==> src/rtl/isi_channel_cfg_if.sv <==
// Sample stream, tap configuration and flush control bundle for isi_channel_cfg.
interface isi_channel_cfg_if #(
    parameter int unsigned PULSE_RESPONSE_LENGTH = 5,
    parameter int unsigned SIGNAL_RESOLUTION     = 8,
    parameter int unsigned COEFF_WIDTH           = 8,
    parameter int unsigned SHIFT_WIDTH           = 5
);
    localparam int unsigned AW = $clog2(PULSE_RESPONSE_LENGTH);

    // Input sample stream
    logic signed [SIGNAL_RESOLUTION-1:0] signal_in;
    logic                                signal_in_valid;
    logic                                signal_in_ready;

    // Output sample stream
    logic signed [SIGNAL_RESOLUTION-1:0] signal_out;
    logic                                signal_out_valid;
    logic                                signal_out_ready;

    // Tap and exponent configuration
    logic                                cfg_wr;
    logic [AW-1:0]                       cfg_addr;
    logic signed [COEFF_WIDTH-1:0]       cfg_coeff;
    logic                                cfg_shift_wr;
    logic [SHIFT_WIDTH-1:0]              cfg_shift;

    // Tail drain control and status
    logic                                flush_req;
    logic                                flush_done;
    logic                                sat_flag;

    modport master (
        output signal_in, signal_in_valid, signal_out_ready,
        output cfg_wr, cfg_addr, cfg_coeff, cfg_shift_wr, cfg_shift, flush_req,
        input  signal_in_ready, signal_out, signal_out_valid, flush_done, sat_flag
    );

    modport slave (
        input  signal_in, signal_in_valid, signal_out_ready,
        input  cfg_wr, cfg_addr, cfg_coeff, cfg_shift_wr, cfg_shift, flush_req,
        output signal_in_ready, signal_out, signal_out_valid, flush_done, sat_flag
    );
endinterface

==> src/rtl/isi_channel_cfg.sv <==
// Configurable ISI channel model: transposed-form FIR over PAM samples with a
// global arithmetic right shift, output saturation and an ISI tail flush.
module isi_channel_cfg #(
    parameter int unsigned PULSE_RESPONSE_LENGTH = 5,
    parameter int unsigned SIGNAL_RESOLUTION     = 8,
    parameter int unsigned COEFF_WIDTH           = 8,
    parameter int unsigned SHIFT_WIDTH           = 5
) (
    input  logic             clk,
    input  logic             rst,
    isi_channel_cfg_if.slave bus
);
    localparam int unsigned L     = PULSE_RESPONSE_LENGTH;
    localparam int unsigned R     = SIGNAL_RESOLUTION;
    localparam int unsigned C     = COEFF_WIDTH;
    localparam int unsigned S     = SHIFT_WIDTH;
    localparam int unsigned AW    = $clog2(L);
    localparam int unsigned ACC_W = R + C + AW;
    localparam int unsigned CNT_W = AW;

    // Last flush fire index: L-1 zero samples drain L-1 partial sums
    localparam logic [CNT_W-1:0]        FLUSH_LAST = CNT_W'(L - 2);
    localparam logic signed [ACC_W-1:0] OUT_MAX    = ACC_W'((2 ** (R - 1)) - 1);
    localparam logic signed [ACC_W-1:0] OUT_MIN    = ~OUT_MAX;
    // Identity channel: h[0] = 2^(C-2) with shift C-2
    localparam logic signed [C-1:0]     TAP0_RST   = C'(2 ** (C - 2));
    localparam logic [S-1:0]            SHIFT_RST  = S'(C - 2);

    typedef enum logic {
        ST_RUN   = 1'b0,
        ST_FLUSH = 1'b1
    } state_t;

    state_t                  state_q;
    state_t                  state_d;
    logic [CNT_W-1:0]        cnt_q;
    logic [CNT_W-1:0]        cnt_d;
    logic                    flush_done_d;

    logic signed [C-1:0]     taps_q [L];
    logic [S-1:0]            shift_q;
    // isi_q[k] holds the contribution of past samples to the output k+1 fires ahead
    logic signed [ACC_W-1:0] isi_q  [L-1];

    logic signed [ACC_W-1:0] prod_c [L];
    logic signed [R-1:0]     x_c;
    logic signed [ACC_W-1:0] sum_c;
    logic signed [ACC_W-1:0] shifted_c;
    logic signed [R-1:0]     y_c;
    logic                    clamp_c;
    logic                    can_accept_c;
    logic                    fire_c;

    // Handshake: a sample slot is free when the output register is empty or draining
    assign can_accept_c        = !bus.signal_out_valid || bus.signal_out_ready;
    assign bus.signal_in_ready = (state_q == ST_RUN) && can_accept_c;
    assign fire_c              = can_accept_c && ((state_q == ST_FLUSH) || bus.signal_in_valid);
    assign x_c                 = (state_q == ST_RUN) ? bus.signal_in : '0;

    // Tap products, sign-extended to full accumulator width before multiplying
    always_comb begin
        for (int k = 0; k < int'(L); k++) begin
            prod_c[k] = ACC_W'(taps_q[k]) * ACC_W'(x_c);
        end
    end

    // Output sum, exponent shift and saturation to R bits
    always_comb begin
        sum_c     = prod_c[0] + isi_q[0];
        shifted_c = sum_c >>> shift_q;
        clamp_c   = 1'b0;
        y_c       = R'(shifted_c);
        if (shifted_c > OUT_MAX) begin
            y_c     = R'(OUT_MAX);
            clamp_c = 1'b1;
        end else if (shifted_c < OUT_MIN) begin
            y_c     = R'(OUT_MIN);
            clamp_c = 1'b1;
        end
    end

    // Control state register
    always_ff @(posedge clk) begin
        if (rst) begin
            state_q        <= ST_RUN;
            cnt_q          <= '0;
            bus.flush_done <= 1'b0;
        end else begin
            state_q        <= state_d;
            cnt_q          <= cnt_d;
            bus.flush_done <= flush_done_d;
        end
    end

    // Next state: enter FLUSH on request, leave after the last zero-sample fire
    always_comb begin
        state_d      = state_q;
        cnt_d        = cnt_q;
        flush_done_d = 1'b0;
        case (state_q)
            ST_RUN: begin
                if (bus.flush_req) begin
                    state_d = ST_FLUSH;
                    cnt_d   = '0;
                end
            end
            ST_FLUSH: begin
                if (fire_c) begin
                    if (cnt_q == FLUSH_LAST) begin
                        state_d      = ST_RUN;
                        cnt_d        = '0;
                        flush_done_d = 1'b1;
                    end else begin
                        cnt_d = cnt_q + CNT_W'(1);
                    end
                end
            end
            default: begin
                state_d = ST_RUN;
                cnt_d   = '0;
            end
        endcase
    end

    // Tap and exponent registers; out-of-range tap addresses are dropped
    always_ff @(posedge clk) begin
        if (rst) begin
            for (int k = 0; k < int'(L); k++) begin
                taps_q[k] <= (k == 0) ? TAP0_RST : '0;
            end
            shift_q <= SHIFT_RST;
        end else begin
            if (bus.cfg_wr && (32'(bus.cfg_addr) < L)) begin
                taps_q[bus.cfg_addr] <= bus.cfg_coeff;
            end
            if (bus.cfg_shift_wr) begin
                shift_q <= bus.cfg_shift;
            end
        end
    end

    // Partial-sum pipeline advances only on fire
    always_ff @(posedge clk) begin
        if (rst) begin
            for (int k = 0; k < int'(L) - 1; k++) begin
                isi_q[k] <= '0;
            end
        end else if (fire_c) begin
            for (int k = 0; k < int'(L) - 2; k++) begin
                isi_q[k] <= isi_q[k+1] + prod_c[k+1];
            end
            isi_q[L-2] <= prod_c[L-1];
        end
    end

    // Output register with hold under backpressure and sticky saturation flag
    always_ff @(posedge clk) begin
        if (rst) begin
            bus.signal_out       <= '0;
            bus.signal_out_valid <= 1'b0;
            bus.sat_flag         <= 1'b0;
        end else if (fire_c) begin
            bus.signal_out       <= y_c;
            bus.signal_out_valid <= 1'b1;
            if (clamp_c) begin
                bus.sat_flag <= 1'b1;
            end
        end else if (bus.signal_out_ready) begin
            bus.signal_out_valid <= 1'b0;
        end
    end
endmodule

==> src/flat_wrapper.sv <==
// flat-port wrapper written by rule: the top's interface ports become plain ports
module isi_channel_cfg_flat 
#(
    parameter int unsigned PULSE_RESPONSE_LENGTH = 5,
    parameter int unsigned SIGNAL_RESOLUTION     = 8,
    parameter int unsigned COEFF_WIDTH           = 8,
    parameter int unsigned SHIFT_WIDTH           = 5
)
  (clk, rst, bus_signal_in, bus_signal_in_valid, bus_signal_out_ready, bus_cfg_wr, bus_cfg_addr, bus_cfg_coeff, bus_cfg_shift_wr, bus_cfg_shift, bus_flush_req, bus_signal_in_ready, bus_signal_out, bus_signal_out_valid, bus_flush_done, bus_sat_flag);
  isi_channel_cfg_if #(.PULSE_RESPONSE_LENGTH(PULSE_RESPONSE_LENGTH), .SIGNAL_RESOLUTION(SIGNAL_RESOLUTION), .COEFF_WIDTH(COEFF_WIDTH), .SHIFT_WIDTH(SHIFT_WIDTH)) bus_i ();
  input  logic clk;
  input  logic rst;
  input wire logic [$bits(bus_i.signal_in)-1:0] bus_signal_in;
  input wire logic [$bits(bus_i.signal_in_valid)-1:0] bus_signal_in_valid;
  input wire logic [$bits(bus_i.signal_out_ready)-1:0] bus_signal_out_ready;
  input wire logic [$bits(bus_i.cfg_wr)-1:0] bus_cfg_wr;
  input wire logic [$bits(bus_i.cfg_addr)-1:0] bus_cfg_addr;
  input wire logic [$bits(bus_i.cfg_coeff)-1:0] bus_cfg_coeff;
  input wire logic [$bits(bus_i.cfg_shift_wr)-1:0] bus_cfg_shift_wr;
  input wire logic [$bits(bus_i.cfg_shift)-1:0] bus_cfg_shift;
  input wire logic [$bits(bus_i.flush_req)-1:0] bus_flush_req;
  output wire logic [$bits(bus_i.signal_in_ready)-1:0] bus_signal_in_ready;
  output wire logic [$bits(bus_i.signal_out)-1:0] bus_signal_out;
  output wire logic [$bits(bus_i.signal_out_valid)-1:0] bus_signal_out_valid;
  output wire logic [$bits(bus_i.flush_done)-1:0] bus_flush_done;
  output wire logic [$bits(bus_i.sat_flag)-1:0] bus_sat_flag;
  assign bus_i.signal_in = bus_signal_in;
  assign bus_i.signal_in_valid = bus_signal_in_valid;
  assign bus_i.signal_out_ready = bus_signal_out_ready;
  assign bus_i.cfg_wr = bus_cfg_wr;
  assign bus_i.cfg_addr = bus_cfg_addr;
  assign bus_i.cfg_coeff = bus_cfg_coeff;
  assign bus_i.cfg_shift_wr = bus_cfg_shift_wr;
  assign bus_i.cfg_shift = bus_cfg_shift;
  assign bus_i.flush_req = bus_flush_req;
  assign bus_signal_in_ready = bus_i.signal_in_ready;
  assign bus_signal_out = bus_i.signal_out;
  assign bus_signal_out_valid = bus_i.signal_out_valid;
  assign bus_flush_done = bus_i.flush_done;
  assign bus_sat_flag = bus_i.sat_flag;
  isi_channel_cfg #(.PULSE_RESPONSE_LENGTH(PULSE_RESPONSE_LENGTH), .SIGNAL_RESOLUTION(SIGNAL_RESOLUTION), .COEFF_WIDTH(COEFF_WIDTH), .SHIFT_WIDTH(SHIFT_WIDTH)) u_core (.clk(clk), .rst(rst), .bus(bus_i));
endmodule
==> config.mk <==
export PLATFORM = sky130hd
export DESIGN_NAME = isi_channel_cfg_flat
export DESIGN_NICKNAME = d
export VERILOG_FILES = /design/src/rtl/isi_channel_cfg_if.sv /design/src/rtl/isi_channel_cfg.sv /design/src/flat_wrapper.sv
export SDC_FILE = /design/constraint.sdc
export NUM_CORES = 1
export LEC_CHECK = 0
export CORE_UTILIZATION = 60
export CTS_CLUSTER_SIZE = 40
export DETAILED_ROUTE_END_ITERATION = 10
export PLACE_DENSITY = 0.79
export RECOVER_POWER = 25
export REMOVE_ABC_BUFFERS = 1
export SYNTH_ARGS = -nofsm -noshare
export SYNTH_HDL_FRONTEND = slang
export SYNTH_SLANG_ARGS = --single-unit
==> constraint.sdc <==
create_clock -name clk -period 10.2 [get_ports clk]
set_clock_uncertainty 0.15 [all_clocks]
set_input_delay 2.04 -clock clk [delete_from_list [all_inputs] [get_ports clk]]
set_output_delay 2.04 -clock clk [all_outputs]
set_load 0.03 [all_outputs]
==> results of run 1 <==
## metrics by stage
step,std cells,setup TNS (ns)
after CTS,2780,0
after global routing,2780,0
after floorplan,2226,-0.910
final,2780,0
after global placement,2748,0
after detailed placement,2748,0
## area by class of cell
type | instances | area, um^2
clock buffers | 17 | 425
clock inverters | 15 | 180
fillers | 2757 | 11900
inverters | 384 | 1440
multi-input cells | 1709 | 16000
flip-flops and latches | 133 | 3790
well taps | 455 | 569
repair buffers | 67 | 601
## layout by cell type (no fill, tap or decap), types with 13 or more instances in the layout
cell type and instances:
o21ai_0 44, or3_1 13, a21o_1 27, buf_4 23, dfxtp_1 20, nand2_1 187
ha_1 217, and2_1 213, a21oi_1 108, edfxtp_1 113, xnor2_1 96, xor2_1 33
nor2_1 119, nor3_1 36, clkbuf_16 17, a211oi_1 24, inv_1 383, clkdlybuf4s50_1 30
o21bai_1 36, nand3_1 21, nand2b_1 42, nor2b_1 13, fa_1 279
## critical path: stages
cell and delay (ns):
clkdlybuf4s50_1 0.44, nor2b_2 0.36, nand2_1 0.15, fa_1 0.56
inv_1 0.06, fa_1 0.48, inv_1 0.06, fa_1 0.54
inv_1 0.06, fa_1 0.48, ha_1 0.36, a21oi_1 0.30
o21bai_1 0.10, a21oi_1 0.22, o21bai_1 0.09, a21oi_1 0.22
xnor2_1 0.23, ha_1 0.37, o21a_1 0.22, nor2_1 0.25
o21a_1 0.19, a31oi_2 0.05, xor2_1 0.46, o221ai_2 0.25
mux4_2 0.53, nor4_2 0.26, a311oi_2 0.24, a221o_1 0.37
## routing by layer
metal | vias up | wire length, um
met1 | 8021 | 19900
met4 | 0 | 1810
met2 | 481 | 26300
li1 | 7516 | -
met3 | 98 | 2750
met5 | - | 0
## final timing paths
path,startpoint,end,slack (ns),cells after the start
setup / recovery,bus_signal_in[4],u_core.bus.sat_flag$_SDFFE_PP0P_,0.44,28
setup reg to reg,u_core.state_q$_SDFF_PP0_,u_core.bus.sat_flag$_SDFFE_PP0P_,1.90,27
hold reg to reg,u_core.bus.signal_out[0]$_SDFFE_PP0P_,u_core.bus.signal_out[0]$_SDFFE_PP0P_,0.33,2
hold / removal,u_core.bus.signal_out[0]$_SDFFE_PP0P_,u_core.bus.signal_out[0]$_SDFFE_PP0P_,0.33,2
## cells by family (layout without fill, tap and decap cells)
logic type,count (synthesis),in the layout,share of synthesized area (%)
muxes,16,16,0.993
DFF,133,133,17.7
and+or+nand+nor,705,705,16.9
xor gates and xnor gates,134,134,5.82
AOI/OAI and AO/OA,358,358,11.8
buffers and inverters,452,483,8.01
adders and majority gates,496,496,38.7
## sequential cells by signal (all words and copies together), names as in the netlist
name                         cells
u_core.bus.flush_done            1
u_core.bus.sat_flag              1
u_core.bus.signal_out            8
u_core.bus.signal_out_valid      1
u_core.cnt_q                     3
u_core.isi_q                    73
u_core.shift_q                   5
u_core.state_q                   1
u_core.taps_q                   40
==> results.py, run 1 <==
metrics = {
    "status": {
        "outcome": "finished with violations",
        "violations": "max-capacitance violations, max-slew violations",
    },
    "synthesis": {
        "synthCells": 2294,
        "synth.most_common_cell": "inv_1",
        "synth_top_flop_cell": "edfxtp_1",
        "yosysWarnings": 0,
        "synth_area_um2": 21400,
        "synth.area.top_cells": "fa_1 (26%), edfxtp_1 (16%), ha_1 (13%)",
        "yosysUniqueCellTypes": 97,
        "synthTopCellsByCount": "inv_1 (384), fa_1 (279), and2_1 (225)",
        "ys_seq_area_share_pct": 17.7,
        "yosys.area.top_type_share_pct": 26.1,
        "synth_top_area_cell": "fa_1",
        "synth.avg_cell_area_um2": 9.34,
        "synth_edf_count": 113,
        "synth_seq_cells": 133,
        "synthArstFlopShare_pct": 0,
    },
    "worst_setup_path": {
        "crit_type": "primary input to flop",
        "cp.required_ns": 10.39,
        "cp-start-kind": "primary input",
        "cp-end-kind": "flop",
        "crit_arrival_ns": 9.95,
        "crit_path_max_fanout": 9,
    },
    "routing": {
        "wl_mm": 50.8,
        "vias": 16100,
        "wl_per_cell_um": 18.3,
        "first_pass_iters": 5,
        "ant_nets": 0,
        "vias_per_cell": 5.80,
        "drtIter0Drc": 936,
        "drc": 0,
    },
    "floorplanning": {
        "core_um2": 34900,
        "dieArea_um2": 36500,
        "start_util_pct": 61.4,
        "io-pin-count": 43,
        "dieHeight_um": 191,
        "die_x_um": 191,
        "num_rows": 68,
    },
    "timing": {
        "fin_crit_ns": 9.76,
        "setup_viol": 0,
        "max_freq_ghz": 0.102,
        "max-slew-margin-rel_pct": -1.65,
        "finalHoldViolations": 0,
        "slew_viol_final": 24,
        "rsz0062_at_grt": "false",
        "worstMarginPinSlew_ns": 1.52,
        "fin_ws_ns": 0.438,
        "fin_crit_sh_pct": 95.7,
        "holdWs_ns": 0.329,
    },
    "grt": {
        "met3_usage_pct": 4.85,
        "top_usage_layer": "met2",
        "grt_max_degree": 74,
        "track_usage_pct": 29.6,
        "overflow": 0,
        "gr-usage-met2_pct": 53.3,
        "antenna_found_initial": 0,
        "use_met1_pct": 34.8,
        "first_global_vias": 17100,
        "grt_pass1_wl_mm": 84.4,
    },
    "clock_network": {
        "cts_tree": "yes",
        "post_cts_buffers": 0,
        "cts_buffer_depth": 2,
        "clock_latency_ns": 0.45,
        "clock_sink_count": 133,
        "holdBufCountCts": 0,
        "cts_made_buffers": 17,
        "path_clk_slew_ns": 0.06,
        "htreeDepth": 4,
        "root_buffer": "clkbuf_16",
        "ctsResizeCount": 0,
    },
    "cells_and_area": {
        "final_util_pct": 65.8,
        "drive_gt1_share_pct": 4.90,
        "finalNetCount": 2839,
        "final_cell_area_um2": 23000,
        "area_delta_synth_final_pct": 7.16,
        "diodes": 0,
    },
    "run": {
        "maxCapViolations": 1,
    },
    "placed_design": {
        "pre_cts_ws_ns": 0.0199,
        "place_congestion": 0.900,
        "dpl_cell_area_um2": 22400,
        "portBuffers": 42,
        "hpwlAfterDp_mm": 39.7,
    },
    "hold_path": {
        "min_path_type": "flop to flop",
    },
}
Power of run 1 is left out: the tool's default activity adds up to more than one toggle a clock period on the data nets, which glitch-free logic cannot reach.
==> run 2, diff against run 1 <==
Clock period 10.2 ns to 11.3 ns, I/O delays scaled along.
==> results.py, run 2 (synthesized netlist as in run 1, its figures left out) <==
metrics = {
    "status": {
        "outcome": "finished, final reports clean",
    },
    "clock_network": {
        "post_cts_buffers": 0,
        "clock_latency_ns": 0.45,
        "cts_made_buffers": 17,
        "root_buffer": "clkbuf_16",
        "cts_tree": "yes",
        "ctsResizeCount": 0,
        "holdBufCountCts": 0,
        "htreeDepth": 4,
        "path_clk_slew_ns": 0.06,
        "clock_sink_count": 133,
        "cts_buffer_depth": 2,
    },
    "cells_and_area": {
        "mostFrequentLayoutCell": "inv_1",
        "finalNetCount": 2834,
        "largest_reg_flops": 73,
        "largest_registers": "u_core.isi_q: 73 flops, u_core.taps_q: 40 flops, u_core.bus.signal_out: 8 flops",
        "diodes": 0,
        "drive_gt1_share_pct": 4.57,
        "final_cell_mix": "inv_1 (383), fa_1 (279), and2_1 (218), ha_1 (217), nand2_1 (187)",
        "area_delta_synth_final_pct": 6.71,
        "top_register": "u_core.isi_q",
    },
    "worst_setup_path": {
        "cp.required_ns": 11.49,
        "crit_type": "primary input to flop",
        "cp-end-kind": "flop",
        "cpPeakStageDelay_ns": 0.52,
        "rr_worst_depth": 28,
        "crit_arrival_ns": 10.43,
        "slowest_stage": "mux4_2",
        "crit_path_max_fanout": 29,
        "cp-start-kind": "primary input",
    },
    "floorplanning": {
        "num_rows": 68,
        "die_x_um": 191,
        "dieArea_um2": 36500,
        "dieHeight_um": 191,
        "start_util_pct": 61.4,
        "io-pin-count": 43,
        "core_um2": 34900,
    },
    "grt": {
        "overflow": 0,
        "first_global_vias": 16900,
        "use_met1_pct": 33.8,
        "grt_max_degree": 74,
        "track_usage_pct": 29.1,
        "top_usage_layer": "met2",
        "antenna_found_initial": 0,
        "met3_usage_pct": 4.02,
        "gr-usage-met2_pct": 51.7,
        "grt_pass1_wl_mm": 82.6,
    },
    "routing": {
        "ant_nets": 0,
        "vias": 16000,
        "drc": 0,
        "drtIter0Drc": 869,
        "wl_per_cell_um": 18.0,
        "vias_per_cell": 5.78,
        "first_pass_iters": 5,
        "wl_mm": 49.9,
    },
    "timing": {
        "worstMarginPinSlew_ns": 1.48,
        "setup_viol": 0,
        "fin_crit_ns": 10.24,
        "tns_ns": 0,
        "slew_viol_final": 0,
        "fin_crit_sh_pct": 90.7,
        "finalHoldViolations": 0,
        "max_freq_ghz": 0.0976,
        "rsz0062_at_grt": "false",
        "max-slew-margin-rel_pct": 1.28,
    },
    "placed_design": {
        "place_congestion": 0.931,
        "portBuffers": 42,
        "hpwlAfterDp_mm": 40.3,
    },
    "run": {
        "maxCapViolations": 0,
    },
    "hold_path": {
        "min_path_type": "flop to flop",
        "hold_path_depth": 1,
    },
}
## run 2: routing by layer
metal  share of wire, %  wire length, um
met4                5.1             2560
met2                 52            25700
met1                 39            19300
met5                  0                0
met3                4.5             2270
## run 2: worst max-delay path, delay by kind of cell
family                     cells  cell delay, ns
adders and majority gates      7            2.54
muxes                          1            0.52
xor gates and xnor gates       2            0.60
buffers and inverters          2            0.86
AOI/OAI and AO/OA             13            2.57
and+or+nand+nor                4            1.05
## run 2: final timing paths
check	slack, ns	start	endpoint
setup / recovery	1.06	bus_signal_in[2]	u_core.bus.sat_flag$_SDFFE_PP0P_
hold / removal	0.33	u_core.cnt_q[2]$_SDFFE_PP0P_	u_core.cnt_q[2]$_SDFFE_PP0P_
setup reg to reg	2.73	u_core.state_q$_SDFF_PP0_	u_core.bus.sat_flag$_SDFFE_PP0P_
hold reg to reg	0.33	u_core.cnt_q[2]$_SDFFE_PP0P_	u_core.cnt_q[2]$_SDFFE_PP0P_
## run 2: final cells by class
type                            count  area (um^2)
Clock buffer                       19          433
Clock inverter                     13          125
Fill cell                        2779        12000
Inverter                          384         1440
Multi-Input combinational cell   1709        15900
Sequential cell                   133         3790
Tap cell                          455          569
Timing Repair Buffer               62          563
## run 2: metrics by stage
stage | util, % | std cells | hold WS, ns | instance area (um^2) | setup WS (ns)
after floorplan | - | 2226 | 0.305 | 21200 | 0.679
after global placement | 64.0 | 2743 | 0.295 | 22300 | 0.812
after detailed placement | 64.0 | 2743 | 0.321 | 22300 | 0.618
after CTS | 65.6 | 2775 | 0.329 | 22900 | 1.06
after global routing | 65.6 | 2775 | 0.351 | 22900 | 0.542
final | 65.6 | 2775 | 0.329 | 22900 | 1.06
Power of run 2 is left out for the same reason.
==> run 3, diff against run 2 <==
Settings changed: CORE_ASPECT_RATIO from default to 0.7.
==> results.py, run 3 (synthesized netlist as in run 1, its figures left out) <==
metrics = {
    "cells_and_area": {
        "finalNetCount": 2834,
        "largest_registers": "u_core.isi_q: 73 flops, u_core.taps_q: 40 flops, u_core.bus.signal_out: 8 flops",
        "diodes": 0,
        "drive_gt1_share_pct": 4.74,
        "multi_input_area_um2": 15900,
        "fillers": 2758,
        "top_register": "u_core.isi_q",
        "largest_reg_flops": 73,
        "final_cell_mix": "inv_1 (383), fa_1 (279), ha_1 (217), and2_1 (200), nand2_1 (187)",
        "area_delta_synth_final_pct": 6.99,
        "final_util_pct": 65.6,
        "mostFrequentLayoutCell": "inv_1",
        "regArea_um2": 3790,
        "final_cell_area_um2": 22900,
    },
    "timing": {
        "worstMarginPinSlew_ns": 1.71,
        "max-slew-margin-rel_pct": -14.0,
        "finalHoldViolations": 0,
        "rsz0062_at_grt": "false",
        "fin_crit_sh_pct": 93.8,
        "tns_ns": 0,
        "setup_viol": 0,
        "max_freq_ghz": 0.0943,
        "fin_crit_ns": 10.61,
        "slew_viol_final": 43,
    },
    "hold_path": {
        "min_path_type": "flop to flop",
    },
    "floorplanning": {
        "dieArea_um2": 36500,
        "start_util_pct": 61.3,
        "io-pin-count": 43,
        "die_x_um": 228,
        "num_rows": 57,
        "core_um2": 34900,
        "dieHeight_um": 160,
    },
    "clock_network": {
        "ctsResizeCount": 0,
        "root_buffer": "clkbuf_16",
        "path_clk_slew_ns": 0.06,
        "clock_sink_count": 133,
        "clock_latency_ns": 0.46,
        "cts_tree": "yes",
        "cts_made_buffers": 17,
        "post_cts_buffers": 0,
        "holdBufCountCts": 0,
        "cts_buffer_depth": 2,
        "htreeDepth": 4,
    },
    "worst_setup_path": {
        "crit_family": "adder cells",
        "cpPeakStageDelay_ns": 0.65,
        "cpMostUsedCell": "inv_1",
        "crit_type": "primary input to flop",
        "cp.required_ns": 11.48,
        "slowest_stage": "nor2b_2",
        "crit_arrival_ns": 10.79,
        "critical_path_buf_inv_count": 6,
        "cp-start-kind": "primary input",
        "crit_path_max_fanout": 13,
        "cp-end-kind": "flop",
    },
    "grt": {
        "grt_pass1_wl_mm": 89.9,
        "grt_max_degree": 63,
        "track_usage_pct": 31.5,
        "first_global_vias": 16900,
        "antenna_found_initial": 1,
        "overflow": 0,
    },
    "routing": {
        "wl_mm": 54.7,
        "ant_nets": 0,
        "drc": 0,
        "drtIter0Drc": 1353,
        "vias": 16300,
        "vias_per_cell": 5.85,
        "wl_per_cell_um": 19.6,
        "first_pass_iters": 5,
    },
    "status": {
        "outcome": "finished with violations",
        "violations": "max-capacitance violations, max-slew violations",
    },
    "placed_design": {
        "hpwlAfterDp_mm": 42.8,
        "place_congestion": 0.951,
        "dpl_cell_area_um2": 22300,
        "portBuffers": 42,
    },
    "run": {
        "maxCapViolations": 2,
    },
}
## run 3: cell types whose count changed in the layout (fill, tap and decap cells not counted), moves of 2 or more
cell        previous run  this run
clkinv_4               0         5
and2_0                 7        25
and2_1               218       200
clkinv_2               0         2
clkinvlp_4             6         1
## run 3: path summary, 6_finish.rpt
kind,startpoint,end,slack (ns),cells after the start
hold reg to reg,u_core.bus.signal_out[6]$_SDFFE_PP0P_,u_core.bus.signal_out[6]$_SDFFE_PP0P_,0.32,2
setup / recovery,bus_signal_in[3],u_core.bus.sat_flag$_SDFFE_PP0P_,0.69,29
setup reg to reg,u_core.state_q$_SDFF_PP0_,u_core.bus.sat_flag$_SDFFE_PP0P_,2.36,28
hold / removal,u_core.bus.signal_out[6]$_SDFFE_PP0P_,u_core.bus.signal_out[6]$_SDFFE_PP0P_,0.32,2
## run 3: worst min-delay path, stage by stage (launching register included)
cell      delay, ns
dfxtp_1        0.33
nand2_1        0.05
o311ai_1       0.06
## run 3: routing by layer
layer / part of all wire (%) / GRT usage, % / up-vias
li1: - / - / 7513
met1: 45 / 45.8 / 7982
met2: 42 / 46.7 / 760
met3: 11 / 7.80 / 83
met4: 2.4 / 8.66 / 0
met5: 0 / 0 / -
## run 3: final cells by class
type,count,area share [%]
Multi-Input combinational cell,1709,69.6
Tap cell,472,2.58
Inverter,384,6.29
Clock inverter,15,0.742
Sequential cell,133,16.5
Clock buffer,17,1.86
Timing Repair Buffer,62,2.44
## run 3: per-stage QoR
| stage | cells | worst slack (ns) | hold slack (ns) |
|---|---|---|---|
| final | 2792 | 0.695 | 0.323 |
| after detailed placement | 2760 | 0.307 | 0.313 |
| after floorplan | 2226 | 0.679 | 0.305 |
| after global routing | 2792 | 0.161 | 0.347 |
| after CTS | 2792 | 0.781 | 0.328 |
| after global placement | 2760 | 0.655 | 0.301 |
Power of run 3 is left out for the same reason.
==> RTL edit 1: new RTL, settings of run 1 <==
`PULSE_RESPONSE_LENGTH` is set to 5 in 3 places; all go to 6.
--- a/src/rtl/isi_channel_cfg_if.sv
+++ b/src/rtl/isi_channel_cfg_if.sv
@@ -1,6 +1,6 @@
 // Sample stream, tap configuration and flush control bundle for isi_channel_cfg.
 interface isi_channel_cfg_if #(
-    parameter int unsigned PULSE_RESPONSE_LENGTH = 5,
+    parameter int unsigned PULSE_RESPONSE_LENGTH = 6,
     parameter int unsigned SIGNAL_RESOLUTION     = 8,
     parameter int unsigned COEFF_WIDTH           = 8,
     parameter int unsigned SHIFT_WIDTH           = 5
--- a/src/rtl/isi_channel_cfg.sv
+++ b/src/rtl/isi_channel_cfg.sv
@@ -1,7 +1,7 @@
 // Configurable ISI channel model: transposed-form FIR over PAM samples with a
 // global arithmetic right shift, output saturation and an ISI tail flush.
 module isi_channel_cfg #(
-    parameter int unsigned PULSE_RESPONSE_LENGTH = 5,
+    parameter int unsigned PULSE_RESPONSE_LENGTH = 6,
     parameter int unsigned SIGNAL_RESOLUTION     = 8,
     parameter int unsigned COEFF_WIDTH           = 8,
     parameter int unsigned SHIFT_WIDTH           = 5
--- a/src/flat_wrapper.sv
+++ b/src/flat_wrapper.sv
@@ -1,7 +1,7 @@
 // flat-port wrapper written by rule: the top's interface ports become plain ports
 module isi_channel_cfg_flat 
 #(
-    parameter int unsigned PULSE_RESPONSE_LENGTH = 5,
+    parameter int unsigned PULSE_RESPONSE_LENGTH = 6,
     parameter int unsigned SIGNAL_RESOLUTION     = 8,
     parameter int unsigned COEFF_WIDTH           = 8,
     parameter int unsigned SHIFT_WIDTH           = 5
Check against the original RTL: not settled (the Yosys comparison gave no result); the edit may change what the design does.
==> RTL edit 1 against run 1 <==
  * Sequential cell count is 27 higher
  * Worst setup slack better by 16 ps
  * Core utilization is 0.30 points lower
  * Final area is 17% higher
  * Synthesized cell count is 19% higher
  * Routed wire length is 15% higher
  * Synthesized area is 18% higher
  * Largest cell class unchanged
Power is left out: the tool's default activity adds up to more than one toggle a clock period on the data nets, which glitch-free logic cannot reach.
==> RTL edit 1: results (changes against run 1) <==
* Status: complete, no violations
* Cell variety after synth at 81 (-16%)
* Post-DP HPWL at 46500 um (+17%)
* HP Class: reg -> reg
* Layout fillers at 3358 (+22%)
* Sequential fraction of the synthesis area at 18.3% (+0.55 points)
* Largest net degree at the start of global routing at 70 (-5.4%)
* Routed vias at 18.6k (+16%)
* CP peak stage delay at 450 ps (-110 ps)
* Setup bufs post-CTS at 0 (unchanged)
* Post-CTS sizing at 0 (unchanged)
* Number of flops mapped to enable cells by yosys at 140 (+24%)
* Clock Path Buffers at 2 (unchanged)
* Ys flop type: edfxtp_1
* Final Critical Period at 9750 ps (-16.2 ps)
* Layout net count at 3372 (+19%)
* Clk slew on worst S/H paths at 70 ps
* # H-tree levels at 4 (unchanged)
* Clock latency on the worst-skew pair at 500 ps (+50 ps)
* CTS Buf Count at 17 (unchanged)
* Post-synthesis async set-or-reset flop share at 0% (unchanged)
* Initial antenna violation count at 0 (unchanged)
* Worst Path Max Fanout at 18 (+9)
* ANT cells at 0 (unchanged)
* Detailed Routing Iterations Pass 1 at 7 (+2)
* First-pass GRT wire length at 98000 um (+16%)
* Most instantiated cells after synthesis: inv_1, fa_1, ha_1
* Vias in the first global route at 19.9k (+17%)
* Starting DRT DRC Count at 938 (+0.21%)
* Yosys warns at 0 (unchanged)
* Crit-path slowest cell: clkdlybuf4s50_1
* IO Port Bufs at 42 (unchanged)
* Root Driver: clkbuf_16
* Critical path arrival at 10010 ps (+60 ps)
* Largest regs: u_core.isi_q x92, u_core.taps_q x48, u_core.bus.signal_out x8
* Top cells by area, synth: fa_1, edfxtp_1, ha_1
* Final GP Congestion at 0.886 (-1.5%)
* DRT Wirelength at 58200 um (+15%)
* Layout cells sized above 1 at 3.70% (-1.2 points)
* Worst Tran Pin Value at 1320 ps (-201 ps)
* Tot GR Track Use at 28.8% (-0.76 points)
-- RTL edit 1: changes by cell type in the layout (fill, tap and decap cells not counted), moves of 9 or more --
cell      delta
edfxtp_1    +27
nand2b_1     +9
inv_1       +98
and2_1      +10
nor2_1      +89
a21oi_1     +12
ha_1        +48
xnor2_1     +30
nand2_1     +15
o21bai_1    +14
o21ai_0     +12
fa_1        +56
-- RTL edit 1: cells by family (layout without fill, tap and decap cells) --
logic type / Yosys count / in the layout / synth area share, %
simple gates: 818 / 818 / 16.0
fa+ha+maj: 600 / 600 / 39.7
mux: 23 / 23 / 1.09
flops: 160 / 160 / 18.3
compound gates: 392 / 392 / 10.4
buf+inv: 563 / 592 / 8.43
xor+xnor: 169 / 169 / 6.03
-- RTL edit 1: per-stage QoR --
step | area [um2] | hold WS, ps | setup WS, ps | std cells | util [%]
floorplan | 24900 | 321 | -534 | 2646 | -
global placement | 26300 | 296 | 163 | 3254 | 64.0
detailed placement | 26300 | 316 | -22.5 | 3254 | 64.0
CTS | 26900 | 332 | 455 | 3286 | 65.5
global route | 26900 | 363 | 19.6 | 3286 | 65.5
finish | 26900 | 321 | 454 | 3286 | 65.5
-- RTL edit 1: layer usage --
metal | up-vias | part of all wire, % | GRT usage [%]
met3 | 121 | 3.9 | 4.34
met1 | 9289 | 41 | 34.0
li1 | 8822 | - | -
met2 | 412 | 51 | 52.3
met4 | 0 | 3.7 | 12.2
met5 | - | 0 | 0
-- RTL edit 1: critical path: cells and delay by family --
family,cells,cell delay [ps]
AOI/OAI and AO/OA,14,2870
xor gates and xnor gates,2,420
adders and majority gates,7,2390
buffers and inverters,2,760
and+or+nand+nor,7,1510
-- RTL edit 1: final cells by class --
cell class              count  share of cell area [%]
inverters                 484                    6.75
clock inverters            15                   0.804
repair buffers             76                    2.47
flip-flops and latches    160                    17.1
clock buffers              17                    1.58
well taps                 532                    2.47
multi-input cells        2002                    68.8
-- RTL edit 1: worst paths after layout --
kind / startpoint / to / slack (ps) / cells past startpoint
worst min-delay path: u_core.bus.signal_out[6] / u_core.bus.signal_out[6] / 320 / 2
worst max register to register: u_core.state_q / u_core.bus.signal_out[3] / 1580 / 31
worst max-delay path: bus_signal_in[2] / u_core.bus.signal_out[3] / 450 / 32
worst min register to register: u_core.bus.signal_out[6] / u_core.bus.signal_out[6] / 320 / 2
==> RTL edit 2: new RTL, flow settings as in run 1 <==
Made on the original files. Reset style: asynchronous (`rst`), changed in 4 clocked blocks.
--- a/src/rtl/isi_channel_cfg.sv
+++ b/src/rtl/isi_channel_cfg.sv
@@ -80,7 +80,7 @@
     end
 
     // Control state register
-    always_ff @(posedge clk) begin
+    always_ff @(posedge clk or posedge rst) begin
         if (rst) begin
             state_q        <= ST_RUN;
             cnt_q          <= '0;
@@ -123,7 +123,7 @@
     end
 
     // Tap and exponent registers; out-of-range tap addresses are dropped
-    always_ff @(posedge clk) begin
+    always_ff @(posedge clk or posedge rst) begin
         if (rst) begin
             for (int k = 0; k < int'(L); k++) begin
                 taps_q[k] <= (k == 0) ? TAP0_RST : '0;
@@ -140,7 +140,7 @@
     end
 
     // Partial-sum pipeline advances only on fire
-    always_ff @(posedge clk) begin
+    always_ff @(posedge clk or posedge rst) begin
         if (rst) begin
             for (int k = 0; k < int'(L) - 1; k++) begin
                 isi_q[k] <= '0;
@@ -154,7 +154,7 @@
     end
 
     // Output register with hold under backpressure and sticky saturation flag
-    always_ff @(posedge clk) begin
+    always_ff @(posedge clk or posedge rst) begin
         if (rst) begin
             bus.signal_out       <= '0;
             bus.signal_out_valid <= 1'b0;
Behaviour: not the same (a bounded check fails within 4 cycles, from zero or initial values and one cycle with rst high; the reset may be asserted at any time).
==> RTL edit 2 against run 1 <==
  * The run still ends with capacitance limit, slew limit left
  * Final cell count increased by 1.4%
  * Synthesized area down 0.65%
  * Fmax is 2.5% higher
  * Via count is 0.99% higher
  * Final area fell by 0.78%
  * Sequential cell count did not move
  * Routed wire length increased by 2.5%
  * Worst hold slack improved by 18 ps
  * Worst setup slack better by 240 ps
==> RTL edit 2: results (changes against run 1) <==
* Status: finished with violations
* Failing checks: capacitance limit, slew limit
* Ys flop type: dfrtp_1
* Layout cells sized above 1 at 7.06% (+2.2 points)
* Maxcap violations at 1 (unchanged)
* Invs w/o clock at 376 (-2.1%)
* Post-synthesis mux area share at 3.04% (+2.1 points)
* Post-synthesis compound-gate area fraction at 12.0% (+0.12 points)
* Final Max Slew Viols at 85 (+250%)
* Buffers outside the clock class at 66 (-1.5%)
* Count of multi-input gates at 1758 (+2.9%)
* Routed WL per cell at 18.5 um (+1.0%)
* Most instantiated cells after synthesis: inv_1, fa_1, nand2_1
* Largest net degree at the start of global routing at 85 (+15%)
* Post-DP HPWL at 41000 um (+3.3%)
* Worst Tran Pin Value at 3950 ps (+2430 ps)
* DRT Wirelength at 52100 um (+2.5%)
* Tot GR Track Use at 30.4% (+0.76 points)
* Final GP Congestion at 0.943 (+4.8%)
* Clock network contribution to total cell area at 2.78% (+0.15 points)
* CP peak stage delay at 540 ps (-20 ps)
* Seq. cell area at 3330 um2 (-12%)
* Fraction of area in registers at 14.6% (-1.9 points)
* Critical path arrival at 9700 ps (-250 ps)
* Top cells by area, synth: fa_1, dfrtp_1, ha_1
* Pre-CTS WS at 252 ps (+232 ps)
* Cell variety after synth at 105 (+8.2%)
* Sequential fraction of the synthesis area at 15.6% (-2.1 points)
* Post-synthesis async set-or-reset flop share at 100% (+100 points)
RTL edit 2: per-layer routing:
layer	routed length (um)	vias up	part of all wire (%)	GRT usage, %
li1	-	7571	-	-
met1	20600	8141	40	36.4
met2	26800	446	51	54.6
met3	2460	117	4.7	3.39
met4	2200	0	4.2	13.4
met5	0	-	0	0
RTL edit 2: final timing paths:
path	startpoint	endpoint	slack (ps)	cells past startpoint
min in group asynchronous	rst	u_core.shift_q[0]	3090	2
max in group asynchronous	rst	u_core.taps_q[15]	4850	3
worst max-delay path	bus_signal_in[3]	u_core.bus.signal_out[2]	670	29
worst min-delay path	u_core.isi_q[48]	u_core.isi_q[48]	350	2
worst max register to register	u_core.state_q	u_core.bus.signal_out[2]	1940	28
worst min register to register	u_core.isi_q[48]	u_core.isi_q[48]	350	2
RTL edit 2: where the power goes:
part | internal [mW] | total, mW | switching [mW]
sequential | 0.707 | 0.953 | 0.246
clock | 0.397 | 0.696 | 0.298
combinational | 1.57 | 3.76 | 2.19
